===== src/rtl/axis_unpack.sv =====
`default_nettype none
// ============================================================================
// Module      : axis_unpack
// Description : AXI-stream width down-converter. Splits each DATA_WIDTH word
//               into RATIO = DATA_WIDTH/OUT_WIDTH beats at full throughput.
//               Optional macro AXIS_UNPACK_TLAST_EN adds tlast pass-through.
// Revision    : 1.0 - initial release
// ============================================================================
module axis_unpack #(
    parameter int DATA_WIDTH = 256,
    parameter int OUT_WIDTH  = 32,
    parameter int MSB_FIRST  = 0
) (
    input  logic                  clk,
    input  logic                  rst,
    input  logic                  s_axis_tvalid,
    output logic                  s_axis_tready,
    input  logic [DATA_WIDTH-1:0] s_axis_tdata,
`ifdef AXIS_UNPACK_TLAST_EN
    input  logic                  s_axis_tlast,
    output logic                  m_axis_tlast,
`endif
    output logic                  m_axis_tvalid,
    input  logic                  m_axis_tready,
    output logic [OUT_WIDTH-1:0]  m_axis_tdata
);

    localparam int RATIO  = DATA_WIDTH / OUT_WIDTH;
    localparam int BEAT_W = $clog2(RATIO);
    localparam logic [BEAT_W-1:0] BEAT_LAST = BEAT_W'(RATIO - 1);

    logic [DATA_WIDTH-1:0] hold_q;
    logic [BEAT_W-1:0]     beat_q;
    logic                  full_q;
    logic                  last_beat;
    logic                  s_hs;
    logic                  m_hs;
    logic [OUT_WIDTH-1:0]  slices [RATIO];

    // Slice order is fixed at elaboration, so the output mux only sees beat_q.
    for (genvar i = 0; i < RATIO; i++) begin : g_slice
        localparam int IDX = (MSB_FIRST != 0) ? (RATIO - 1 - i) : i;
        assign slices[i] = hold_q[IDX*OUT_WIDTH +: OUT_WIDTH];
    end

    assign last_beat     = (beat_q == BEAT_LAST);
    assign s_axis_tready = ~rst & (~full_q | (last_beat & m_axis_tready));
    assign s_hs          = s_axis_tvalid & s_axis_tready;
    assign m_hs          = full_q & m_axis_tready;

    // Outputs are forced low for the whole reset cycle, not just after the edge.
    assign m_axis_tvalid = full_q & ~rst;
    assign m_axis_tdata  = rst ? '0 : slices[beat_q];

    always_ff @(posedge clk) begin
        if (rst) begin
            hold_q <= '0;
            beat_q <= '0;
            full_q <= 1'b0;
        end else if (s_hs) begin
            hold_q <= s_axis_tdata;
            beat_q <= '0;
            full_q <= 1'b1;
        end else if (m_hs) begin
            if (last_beat) begin
                beat_q <= '0;
                full_q <= 1'b0;
            end else begin
                beat_q <= beat_q + BEAT_W'(1);
            end
        end
    end

`ifdef AXIS_UNPACK_TLAST_EN
    logic tlast_q;

    always_ff @(posedge clk) begin
        if (rst) begin
            tlast_q <= 1'b0;
        end else if (s_hs) begin
            tlast_q <= s_axis_tlast;
        end
    end

    assign m_axis_tlast = tlast_q & last_beat & ~rst;
`endif

endmodule
`default_nettype wire


===== config.mk =====
export PLATFORM = sky130hd
export DESIGN_NAME = axis_unpack
export DESIGN_NICKNAME = d
export VERILOG_FILES = /design/src/rtl/axis_unpack.sv
export SDC_FILE = /design/constraint.sdc
export NUM_CORES = 1
export LEC_CHECK = 0
export CORE_MARGIN = 3
export CORE_UTILIZATION = 25
export DETAILED_ROUTE_END_ITERATION = 8
export PLACE_DENSITY = 0.47
export SYNTH_ARGS = -nofsm -noshare
export SYNTH_HDL_FRONTEND = slang
export SYNTH_SLANG_ARGS = --single-unit

===== constraint.sdc =====
create_clock -name clk -period 3.25 [get_ports clk]
set_clock_uncertainty 0.1 [all_clocks]
set_input_delay 0.975 -clock clk [delete_from_list [all_inputs] [get_ports clk]]
set_output_delay 0.975 -clock clk [all_outputs]
set_load 0.01 [all_outputs]

# After elaboration in Yosys (flattened, before gate mapping)
# Cells that the tools add are included.
# W data, S select, Z words.
# totals
regBits	260
inputBits	260
output_inout_bits	34
elab_cells	27
# op_classes
add_sub_neg	1
magnitude_cmp	1
n_eq_ne	1
n_mux	8
bitwise_logic	9
n_reduce_logical	4
# op_table
op	n
$bmux W32 S3	1
$mux W32	3
$and A1 B1 Y1	5
$ge A4 B4 Y1 const B	1
$not A3 Y4	1
$reduce_bool A2 Y1	2
$add A3 B1 Y3 const B	1
$eq A3 B3 Y1 const B	1
$mux W1	3
$mux W3	1
$not A1 Y1	2
$reduce_and A2 Y1	1
$reduce_or A2 Y1	1
$or A1 B1 Y1	1

# Depth between registers and ports, before layout
# Gate-level depths: netlist of the first run.
# depth
depth_word	7
depth_mapped	7
ltp_nobuf	5

# Worst setup path before layout of the first run
# Ideal clock, no wire load.
# synth_timing
path_type	input port to output port
startpoint	in rst
endpoint	out m_axis_tdata[10]
arrival_time_ps	2103
required_time_ps	2175
path_slack_ps	72
path_stages	6
n_path_buf	5
cell_sequence	buf_2 -> buf_2 -> buf_2 -> buf_2 -> clkbuf_1 -> nor2_1
# synth_between
elab_chain_cells	1
# synth_lines
element	line_no	text
start, declared	15	input logic rst,
$mux W32	53	assign m_axis_tdata = rst ? '0 : slices[beat_q];
end, declared	25	output logic [OUT_WIDTH-1:0] m_axis_tdata
# Every way passes these cells.

# Final worst setup path of the first run
# layout_timing
startpoint	reg beat_q[0]
endpoint	out m_axis_tdata[31]
# layout_between
elab_chain_cells	5
# layout_lines
element	line_no	text
start, declared	33	logic [BEAT_W-1:0] beat_q;
start signal, assigned	69	beat_q <= beat_q + BEAT_W'(1);
$not A3 Y4 (implied by the code)	53	
$bmux W32 S3	53	
$mux W32 (implied by the code) (2 in a row)	53	
$mux W32	53	
# Every way passes these cells. The select of a mux whose other input is x is not followed.

==> results of run 1 <==
==> layer usage <==
metal  up-vias  routed length (um)  share of wire (%)  track usage, %
met2       172               16600                 43            21.5
li1       4113                   -                  -               -
met3        44                2030                5.3            3.26
met5         -                  66               0.17               0
met4         8                 582                1.5            3.40
met1      4132               19300                 50            21.7
==> registers in the layout, summed over array words and instances (netlist names) <==
signal and count:
beat_q 3, full_q 1, hold_q 256
==> cells by family (layout without fill, tap and decap cells) <==
family,Yosys count,count (layout)
muxes,353,353
and+or+nand+nor,300,300
DFF,260,260
buffers and inverters,80,419
AOI/OAI and AO/OA,4,4
adders and majority gates,2,2
other,0,5
==> Yosys cell counts, drive strengths merged <==
cell type	count	area (um^2)
mux4	64	1440
and4b	1	10.0
nor3b	2	26.3
nand2	1	3.75
o21ai	1	5.00
nor2b	258	1610
mux2i	33	330
nor2	35	131
dfxtp	260	5200
a21oi	2	10.0
nor3	2	10.0
ha	2	25.0
a21boi	1	11.3
or3b	1	8.76
mux2	256	2880
buf	44	288
clkbuf	36	135
==> repair_timing <==
item / 4_1_cts / 5_1_grt
pin swaps: 3 / 10
endpoints found under the setup margin: 33 / 32
gates resized for setup: 153 / 16
gates cloned: 3 / 0
buffers inserted: 14 / 14
==> power by group through the flow <==
stage	sequential [mW]	clock [mW]	combinational, mW
floorplan	3.55	0	0.588
global placement	3.59	0	1.13
detailed placement	3.59	0	1.13
CTS	3.52	3.68	1.17
global route	3.55	3.80	1.26
finish	3.52	3.53	1.17
==> placed cells by master, fill, tap and decap left out, drive strengths merged, types with 3 or more instances in the layout <==
cell	count
dfxtp	260
diode	5
clkdlybuf4s50	259
mux4	64
nor2b	258
mux2i	33
clkinv	3
clkbuf	51
mux2	256
nor2	35
buf	104
==> worst paths after layout <==
path	startpoint	to	cells after the start	slack (ns)
worst max-delay path	beat_q[0]	m_axis_tdata[31]	8	-0.13
worst min-delay path	full_q	beat_q[0]	2	0.47
worst max register to register	beat_q[0]	hold_q[10]	12	0.47
worst min register to register	full_q	beat_q[0]	2	0.47
==> tightest hold or removal path, cell delays in order (launching register included) <==
cell and delay (ns):
dfxtp_1 0.36, o21ai_0 0.09, a21oi_1 0.06
==> cell type report <==
class / count / area, um^2
antenna: 5 / 12.5
fill: 4715 / 30600
tap: 615 / 769
multi-input combinational: 659 / 6580
clock buffer: 51 / 961
timing repair buffer: 363 / 3660
clock inverter: 5 / 75.1
sequential: 260 / 5210
==> results.cfg, run 1 <==
[run_status]
status = finished, violations left
violations = setup timing

[cts]
htreeDepth = 1
cts_tree = yes
clock_latency_ns = 0.56
hold_buffers = 0
cts_buffer_depth = 3
cts.clk_slew.worst_paths_ns = 0.06
cts.sinks = 260
cts_made_buffers = 31
clk_root_buffer_cell = clkbuf_16

[global_route]
overflow = 0
grt_pass1_wl_mm = 56.2
antenna_found_initial = 8
grt_use_total_pct = 14.6
grt_max_degree = 51
grt_pass1_vias = 8616

[timing]
setup_viol = 25
rsz0062_at_grt = yes
min_period_ns = 3.38
clock.fmax_ghz = 0.296
tns_ns = -1.44
setup_slack_ns = -0.130
worst-slew-pin-transition_ns = 0.556
hold_viol = 0
holdWs_ns = 0.468
drv_slew = 0
period_share_pct = 104
relSlewSlack_pct = 62.9

[critical_path]
worstSetupPathType = reg -> out
start_kind = flip-flop
crit_family = multiplexers
crit_arrival_ns = 2.30
slowest_stage = mux4_2
path_buf_inv = 5
crit_path_end_kind = output port
path_cells = buf_12 -> buf_12 -> buf_6 -> mux4_2 -> mux2i_1 -> buf_4 -> nor2_2 -> buf_2
path_max_fanout = 6
crit_required_ns = 2.17
critPathMaxStageDelay_ns = 0.54
cpMostUsedCell = buf_12

[power_and_ir_drop]
comb_power_share_pct = 14.2
seqPwrFrac_pct = 42.8
p_per_area_nw_per_um2 = 476
leakage_nw = 6.86
switching_share_pct = 23.2
finalPower_mw = 8.22
power.internal_mw = 6.31
clock_power_share_pct = 43.0
peakVddDrop_mv = 0.355
power.switching_mw = 1.91

[cells_and_area]
area_growth_pct = 42.2
drive_gt1_share_pct = 21.4
nets = 1577
final_area_um2 = 17300
fin_cells = 1958
utilization_pct = 36.1

[detailed_routing]
route.detailed.drc = 0
viasPerCell = 4.33
drt_iter0_drc = 368
wl_mm = 38.6
wl_per_cell_um = 19.7
ant_nets = 0
detail_route.first_pass.iterations = 4
vias = 8469

[die]
die_x_um = 226
num_io_pins = 294
die_y_um = 226
core-area_um2 = 47800
num_rows = 80
die_area_um2 = 51200
start_util_pct = 25.4

[place]
gp_congestion = 0.755
dp_cells = 1868
place_area_um2 = 15900
pre_cts_ws_ns = -0.0158
port_buffers = 293
dpl.hpwl_mm = 27.3

[logic_synthesis]
synth_compound_gate_area_share_pct = 0.216
synth_mux_area_share_pct = 38.3
ys_types = 21
yosysSeqAreaShare_pct = 42.9
synth_adder_area_share_pct = 0.206
yosys_warnings = 0
synthCells = 999
synth_top_family_by_area = multiplexers
synth_seq_cells = 260
synth-simple-area-share_pct = 14.9
syn-cell-area_um2 = 12100
synth-xor-area-share_pct = 0
avgSynthCellArea_um2 = 12.2
synth_nets = 1261

[job]
maxCapViolations = 0

[worst_hold_path]
holdCritPathClass = reg -> reg
No activity file was read; power rests on OpenSTA's default activity.
==> run 2: changes to the inputs <==
--- a/config.mk
+++ b/config.mk
@@ -5,10 +5,11 @@
 export SDC_FILE = /design/constraint.sdc
 export NUM_CORES = 1
 export LEC_CHECK = 0
+export ABC_AREA = 1
 export CORE_MARGIN = 3
-export CORE_UTILIZATION = 25
+export CORE_UTILIZATION = 51
 export DETAILED_ROUTE_END_ITERATION = 8
-export PLACE_DENSITY = 0.47
+export PLACE_DENSITY = 0.82
 export SYNTH_ARGS = -nofsm -noshare
 export SYNTH_HDL_FRONTEND = slang
 export SYNTH_SLANG_ARGS = --single-unit
==> constraint.sdc (replaced) <==
create_clock -name clk -period 3.25 [get_ports clk]
set_clock_uncertainty 0.1 [all_clocks]
set_input_delay 0.975 -clock clk [delete_from_list [all_inputs] [get_ports clk]]
set_output_delay 0.975 -clock clk [all_outputs]
set_load 0.05 [all_outputs]
==> results.cfg, run 2 <==
[logic_synthesis]
yosys_warnings = 0
synth_ff_type = dfxtp_1
syn-cell-area_um2 = 12500
synth_common_cells = nand2_1, nand3_1, dfxtp_1
synth_most_common_cell = nand2_1
yosysSeqAreaShare_pct = 41.5
synth_top_area_share_pct = 41.5
synthArstFlopShare_pct = 0
yosysTopAreaCell = dfxtp_1
ys_types = 18
avgSynthCellArea_um2 = 6.30
synthCells = 1990
synth_seq_cells = 260
synth_edf_count = 0
yosys-top-cells-area = dfxtp_1, nand2_1, nand3_1
synth_nets = 2252

[power_and_ir_drop]
p_per_area_nw_per_um2 = 499
power.switching_mw = 2.23
switching_share_pct = 26.0
clock_power_share_pct = 42.2
seqPwrFrac_pct = 41.1
finalPower_mw = 8.56
leakage_nw = 8.29
comb_power_share_pct = 16.7
peakVddDrop_mv = 0.550
power.internal_mw = 6.33

[cells_and_area]
register_area_um2 = 5210
utilization_pct = 72.0
fin_cells = 2564
nets = 2478
n_fill_cell = 1968
largest_register_ffs = 256
largest_register = hold_q
drive_gt1_share_pct = 7.55
multi_input_area_um2 = 5670
final_cell_mix = nand2_1, nand3_1, clkdlybuf4s50_1, inv_1, dfxtp_1
top_regs = hold_q x256, beat_q x3, full_q x1
final_area_um2 = 17200
area_growth_pct = 37.0
layout_commonest_cell = nand2_1

[global_route]
grt_pass1_vias = 12301
grt_use_total_pct = 30.3
grt_pass1_wl_mm = 64.2
antenna_found_initial = 7
grt_max_degree = 95
overflow = 0

[place]
dp_cells = 2503
dpl.hpwl_mm = 29.7
pre_cts_ws_ns = -0.00309
gp_congestion = 0.935
place_area_um2 = 16000
port_buffers = 293

[timing]
tns_ns = 0
hold_viol = 0
rsz0062_at_grt = yes
clock.fmax_ghz = 0.310
holdWs_ns = 0.364
min_period_ns = 3.22
period_share_pct = 99.2
worst-slew-pin-transition_ns = 0.772
drv_slew = 0
setup_viol = 0
relSlewSlack_pct = 48.5
setup_slack_ns = 0.0274

[cts]
cts.clk_slew.worst_paths_ns = 0.07
htreeDepth = 1
clk_root_buffer_cell = clkbuf_16
cts_tree = yes
clock_latency_ns = 0.54
cts_made_buffers = 28
hold_buffers = 0
cts.sinks = 260
cts_buffer_depth = 3
post-cts-setup-buffers = 0

[detailed_routing]
wl_met3_mm = 3.13
highest_layer = met5
dr_wl_met2_mm = 19.6
drt_iter0_drc = 1411
detail_route.first_pass.iterations = 5
wl_met1_mm = 17.3
wl_per_cell_um = 16.5
vias = 13211
ant_nets = 0
route.detailed.drc = 0
wl_mm = 42.3
viasPerCell = 5.15

[worst_hold_path]
holdCritPathClass = reg -> reg

[run_status]
status = completed

[die]
num_io_pins = 294
die_y_um = 163
die_area_um2 = 26500
core-area_um2 = 23800
die_x_um = 163
start_util_pct = 52.6
num_rows = 56

[critical_path]
worstSetupPathType = reg -> out
start_kind = flip-flop
regToRegSetupSlack_ns = 0.67
crit_required_ns = 2.17
crit_path_end_kind = output port
path_max_fanout = 27
crit_arrival_ns = 2.15

[job]
maxCapViolations = 0
run 2: layout make-up:
class / count / area share (%)
multi-input cells: 1332 / 33.0
flip-flops and latches: 260 / 30.4
repair buffers: 332 / 22.2
inverters: 262 / 5.87
clock buffers: 35 / 4.53
well taps: 319 / 2.33
clock inverters: 17 / 1.58
diodes: 7 / 0.102
run 2: what timing repair did:
item,CTS,global route
pin swaps,0,0
endpoints found under the setup margin,9,10
resized for setup,5,10
cloned,0,2
run 2: metal layers:
layer  track usage [%]  vias to the layer above
met4              14.5                        2
met3              4.81                      121
met1              39.4                     5991
met2              49.3                      595
li1                  -                     6502
met5                 0                        -
run 2: cells by family (layout without fill, tap and decap cells):
family | Yosys count | count (layout) | share of synthesized area (%)
AO/OA/AOI/OAI | 3 | 3 | 0.150
adder cells (fa/ha/maj) | 2 | 2 | 0.200
buffers and inverters | 398 | 646 | 14.1
flip-flops | 260 | 260 | 41.5
other | 0 | 7 | 0
AND/OR/NAND/NOR | 1327 | 1327 | 44.0
run 2: worst paths after layout:
kind | from | depth (start not counted) | end
worst min register to register | hold_q[240] | 2 | hold_q[240]
worst max-delay path | beat_q[0] | 7 | m_axis_tdata[5]
worst max register to register | beat_q[1] | 11 | hold_q[15]
worst min-delay path | hold_q[240] | 2 | hold_q[240]
run 2: critical path, stage by stage (launching register included):
cell and delay [ns]:
dfxtp_4 0.45, buf_4 0.35, nand2_1 0.09, nand3_1 0.19, nand3_1 0.17, nand2_1 0.13
nor2_2 0.05, buf_12 0.15
run 2: power by group through the flow:
| stage | clock, mW | sequential (mW) | combinational [mW] |
|---|---|---|---|
| after floorplan | 0 | 3.56 | 0.765 |
| after global routing | 3.76 | 3.54 | 1.56 |
| final | 3.61 | 3.52 | 1.43 |
| after detailed placement | 0 | 3.59 | 1.40 |
| after CTS | 3.63 | 3.52 | 1.41 |
| after global placement | 0 | 3.58 | 1.38 |
==> run 3: changes to the inputs <==
--- a/config.mk
+++ b/config.mk
@@ -10,6 +10,7 @@
 export CORE_UTILIZATION = 51
 export DETAILED_ROUTE_END_ITERATION = 8
 export PLACE_DENSITY = 0.82
+export SLEW_MARGIN = 40
 export SYNTH_ARGS = -nofsm -noshare
 export SYNTH_HDL_FRONTEND = slang
 export SYNTH_SLANG_ARGS = --single-unit
==> results of run 3 <==
Final layout, timing and power as in run 2 (identical DEF).
==> RTL edit 1 (config.mk and constraints of run 2) <==
`OUT_WIDTH`: 32 -> 16.
--- a/src/rtl/axis_unpack.sv
+++ b/src/rtl/axis_unpack.sv
@@ -10,3 +10,3 @@
     parameter int DATA_WIDTH = 256,
-    parameter int OUT_WIDTH  = 32,
+    parameter int OUT_WIDTH  = 16,
     parameter int MSB_FIRST  = 0
Interface: changed (resized m_axis_tdata); port bits go from 294 to 278. The function was not compared with the original's and may differ.
==> RTL edit 1 against run 2 <==
- the run now ends with setup timing left
- clock power decreased by 3%
- non-clock buffer count decreased by 3
- cell area increased by 4.5%
- setup slack got worse by 40 ps
- global-route usage about the same
- total power decreased by 0.14%
- sequential power increased by 2%
- hold slack improved by 4.8 ps
- largest cell class unchanged
- synthesized cell count decreased by 0.40%
- synthesized area increased by 1.5%
- routed wire length increased by 8.5%
- sequential cell count increased by 1
==> RTL edit 1: results (changes against run 2) <==
status=finished with violations (was finished, final reports clean); failing checks=setup timing; slowest CP cell=dfxtp_4 (unchanged); Post-synth top cells=nand2_1, nand3_1, dfxtp_1, inv_1, clkbuf_1 (was nand2_1, nand3_1, dfxtp_1, inv_1, nor2_1); sequential share of the synthesized area=0.411 (was 0.415); clock-pin slew on the worst setup and hold paths=~60 ps; Max Fanout on Critical Path=7 (was 27); GPL Wtd Cong=0.889 (was 0.935); Multi-input gate area=0.00664 mm^2 (was 0.00567 mm^2); clock buf count=44 (was 35); Syn Nets=2243 (was 2252); GRT Total Usage=0.303 (about the same); # nets final=2442 (was 2478); comb_multi_in=1369 (was 1332); vias=14210 (was 13211); internal power=6.32 mW (was 6.33 mW); dpl cell area=0.0158 mm^2 (was 0.0160 mm^2); largest net degree at the start of global routing=121 (was 95); ClkCell Share=0.0573 (was 0.0612); seq_cells=261 (was 260); worst hold margin=369 ps (was 364 ps); Netlist cell types=20 (was 18); R2R Setup Slk=760 ps (was 670 ps); Taps Inserted=324 (was 319); VDD IR max=326 uV (was 550 uV); Seq area share=0.292 (was 0.304); inverter count=192 (was 262); Diodes inserted=3 (was 7); PnR worst setup slack=-12.7 ps (was 27.4 ps); Worst Path Arrival=2190 ps (was 2150 ps); CTS resizes=46 (was 5); final setup fails=1 (was 0); Clock Latency Late Sink=540 ps (about the same); NonClk Buf Share=0.216 (was 0.222); Post-DP HPWL=28200 um (was 29700 um); top flop regs=hold_q (256), beat_q (4), full_q (1) (was hold_q (256), beat_q (3), full_q (1)); DRT Pass-1 Iters=8 (was 5); PortBufs=277 (was 293); worst reg-to-reg path cell count=10 (was 11); Lkg Pwr=8.46 nW (was 8.29 nW); setup bufs post-CTS=2 (was 0); antenna violations before repair=2 (was 7); vias in the first global route=12668 (was 12301); Buffers excl. clock=329 (was 332); global-route wire length before repair=65600 um (was 64200 um); Starting DRT DRC Count=1902 (was 1411); CP max stage delay=420 ps (was 450 ps)
## RTL edit 1: cell types whose count changed after synthesis, sizes merged, moves of 3 or more
cell | run 2 | this run
a21oi | 3 | 20
buf | 98 | 88
clkbuf | 38 | 76
clkinv | 0 | 3
inv | 262 | 185
nand2 | 837 | 697
nand3 | 417 | 642
nor2 | 71 | 5
## RTL edit 1: power by group through the flow
stage	logic (mW)	registers, mW	clock network (mW)
finish	1.45	3.58	3.51
global route	1.57	3.60	3.66
CTS	1.33	3.57	3.54
detailed placement	1.29	3.64	0
global placement	1.27	3.63	0
floorplan	0.721	3.60	0
## RTL edit 1: kinds of logic after synthesis
group	share of synthesized area
adders and majority gates	0.000983
and+or+nand+nor	0.462
AOI/OAI and AO/OA	0.00974
DFF	0.411
buffers and inverters	0.117
## RTL edit 1: path summary, 6_finish.rpt
kind | startpoint | to
setup reg to reg | beat_q[2] | hold_q[56]
setup / recovery | beat_q[0] | m_axis_tdata[0]
hold / removal | hold_q[96] | hold_q[96]
hold reg to reg | hold_q[96] | hold_q[96]
## RTL edit 1: metrics by stage
stage	TNS [ps]	cells	utilization	worst slack, ps
after global routing	-280	2527	0.735	-42.5
after global placement	0	2448	0.646	151
after floorplan	-440	1982	-	-48.9
final	-12.7	2530	0.736	-12.7
after CTS	-72.9	2505	0.700	-27.2
after detailed placement	0	2448	0.646	65.4
## RTL edit 1: layer usage
layer | global-route usage | up-vias | part of all wire
li1 | - | 6722 | -
met1 | 0.409 | 6518 | 0.40
met2 | 0.472 | 822 | 0.45
met3 | 0.0686 | 146 | 0.11
met4 | 0.123 | 2 | 0.045
met5 | 0 | - | 0.00035
==> RTL edit 2 (settings of run 2) <==
Made on the original files. Add a define of `AXIS_UNPACK_TLAST_EN`.
--- a/src/rtl/axis_unpack.sv
+++ b/src/rtl/axis_unpack.sv
@@ -8,2 +8,4 @@
 // ============================================================================
+`define AXIS_UNPACK_TLAST_EN
+
 module axis_unpack #(
Ports: changed (added m_axis_tlast and s_axis_tlast); port bits go from 294 to 296. No check against the original RTL was run, so the function may have changed too.
==> RTL edit 2 against run 2 <==
- first-iteration DRC count grew 11%
- routed wire length grew 2.1%
- utilization grew 0.27 points
- sequential cell count grew 1
- global-route usage grew 0.47 points
- synthesized area is essentially flat
- hold slack lost 2.7 ps
- cell area grew 0.37%
- maximum frequency shrank 0.43%
- setup slack lost 14 ps
- sequential share of layout area is essentially flat
- total power shrank 2.5%
- critical path type unchanged
- critical endpoint is now m_axis_tdata[18]
- largest cell class unchanged
- highest routed layer unchanged
==> RTL edit 2: results (changes against run 2) <==
clock-pin slew on the worst setup and hold paths=approximately 60 ps; share of layout cells above drive strength 1=0.0771 (was 0.0755); Starting DRT DRC Count=1571 (was 1411); Netlist cell types=19 (was 18); final WL=43200 um (was 42300 um); # nets final=2485 (was 2478); status=finished, final reports clean (unchanged); area fraction in compound gates after synthesis=0.00150 (about the same); largest net degree at the start of global routing=108 (was 95); Clock Latency Late Sink=540 ps (about the same); Worst Path Arrival=about 2200 ps; Yosys warning count=0 (unchanged); PortBufs=295 (was 293); post-synthesis mux area share=0 (unchanged); top cells by area, synth=dfxtp_1, nand2_1, nand3_1 (unchanged); Vias per Instance=5.19 (was 5.15); Post-DP HPWL=29200 um (was 29700 um); sequential share of the synthesized area=0.417 (was 0.415); Clock Tree Root=clkbuf_16 (unchanged); hold_buf cts=0 (unchanged); top flop regs=hold_q (256), beat_q (3) (was hold_q (256), beat_q (3), full_q (1)); clk buf depth=3 (unchanged); GPL Wtd Cong=0.944 (was 0.935); VDD IR max=347 uV (was 550 uV); global-route wire length before repair=65200 um (was 64200 um); Lkg Pwr=8.31 nW (was 8.29 nW); Max Fanout on Critical Path=19 (was 27); GRT Total Usage=0.308 (was 0.303); Worst-Margin Slew=941 ps (was 772 ps); vias in the first global route=12469 (was 12301); Post-synth top cells=nand2_1, nand3_1, dfxtp_1, inv_1, nor2_1 (unchanged); adder-cell share of the synthesized area=0.00200 (about the same); NetSw=2.22 mW (was 2.23 mW); Syn Nets=2260 (was 2252); fill count=1950 (was 1968); antenna violations before repair=3 (was 7); H-tree Lvls=1 (unchanged); total CTS buffers=28 (unchanged)
RTL edit 2: cell count changes after synthesis, sizes merged:
cell,delta
buf,+6
clkbuf,-5
dfxtp,+1
nand2,+3
nand3,+1
nor2,+1
RTL edit 2: worst paths after layout:
path | to | startpoint | slack, ps | cells past startpoint
max | m_axis_tdata[18] | beat_q[0] | 10 | 8
min | hold_q[224] | hold_q[224] | 360 | 2
max reg2reg | hold_q[18] | beat_q[1] | 600 | 10
min reg2reg | hold_q[224] | hold_q[224] | 360 | 2
RTL edit 2: layout make-up:
class,instances,area share
multi-input combinational,1337,0.333
sequential,261,0.304
timing repair buffer,330,0.222
inverter,262,0.0598
clock buffer,39,0.0484
tap,319,0.0232
clock inverter,13,0.00843
timing repair inverter,2,0.00102
antenna,2,0.000291
RTL edit 2: stage by stage:
stage	std cells	total power, mW	setup slack, ps	util	cell area (um^2)
floorplan	1997	4.33	151	-	12600
global placement	2503	4.96	35.7	0.671	16000
detailed placement	2503	5.00	-6.30	0.671	16000
CTS	2557	8.33	-35.0	0.717	17100
global route	2565	8.64	3.55	0.723	17200
finish	2565	8.34	13.6	0.723	17200
RTL edit 2: power groups by stage:
| stage | registers (mW) | clock network [mW] | logic [mW] |
|---|---|---|---|
| after global placement | 3.59 | 0 | 1.37 |
| final | 3.54 | 3.35 | 1.46 |
| after floorplan | 3.57 | 0 | 0.758 |
| after detailed placement | 3.60 | 0 | 1.40 |
| after global routing | 3.56 | 3.50 | 1.59 |
| after CTS | 3.53 | 3.37 | 1.43 |
RTL edit 2: kinds of logic (layout without fill, tap and decap cells):
family / Yosys count / in the layout
and+or+nand+nor: 1332 / 1332
AOI/OAI and AO/OA: 3 / 3
other: 0 / 2
adders and majority gates: 2 / 2
DFF: 261 / 261
buffers and inverters: 399 / 646
RTL edit 2: what timing repair did:
action / in CTS / in global routing
setup endpoints to repair: 30 / 33
gates resized for setup: 7 / 17
buffers inserted: 0 / 3
hold endpoints to repair: 0 / 0
gates cloned: 2 / 3
RTL edit 2: worst max-delay path, cell delays in order (launching register included):
cell and delay [ps]:
dfxtp_4 390, buf_16 180, buf_6 160, nand2_1 70, nand3_1 210, nand3_1 230, nand2_1 80, nor2_2 130
buf_12 150
RTL edit 2: routing by layer:
| metal | part of all wire | GRT usage | wire length [um] | vias to the layer above |
|---|---|---|---|---|
| li1 | - | - | - | 6514 |
| met1 | 0.39 | 0.390 | 16900 | 6044 |
| met2 | 0.47 | 0.515 | 20300 | 639 |
| met3 | 0.091 | 0.0524 | 3910 | 113 |
| met4 | 0.049 | 0.137 | 2100 | 2 |
| met5 | 0.00030 | 0 | 13 | - |
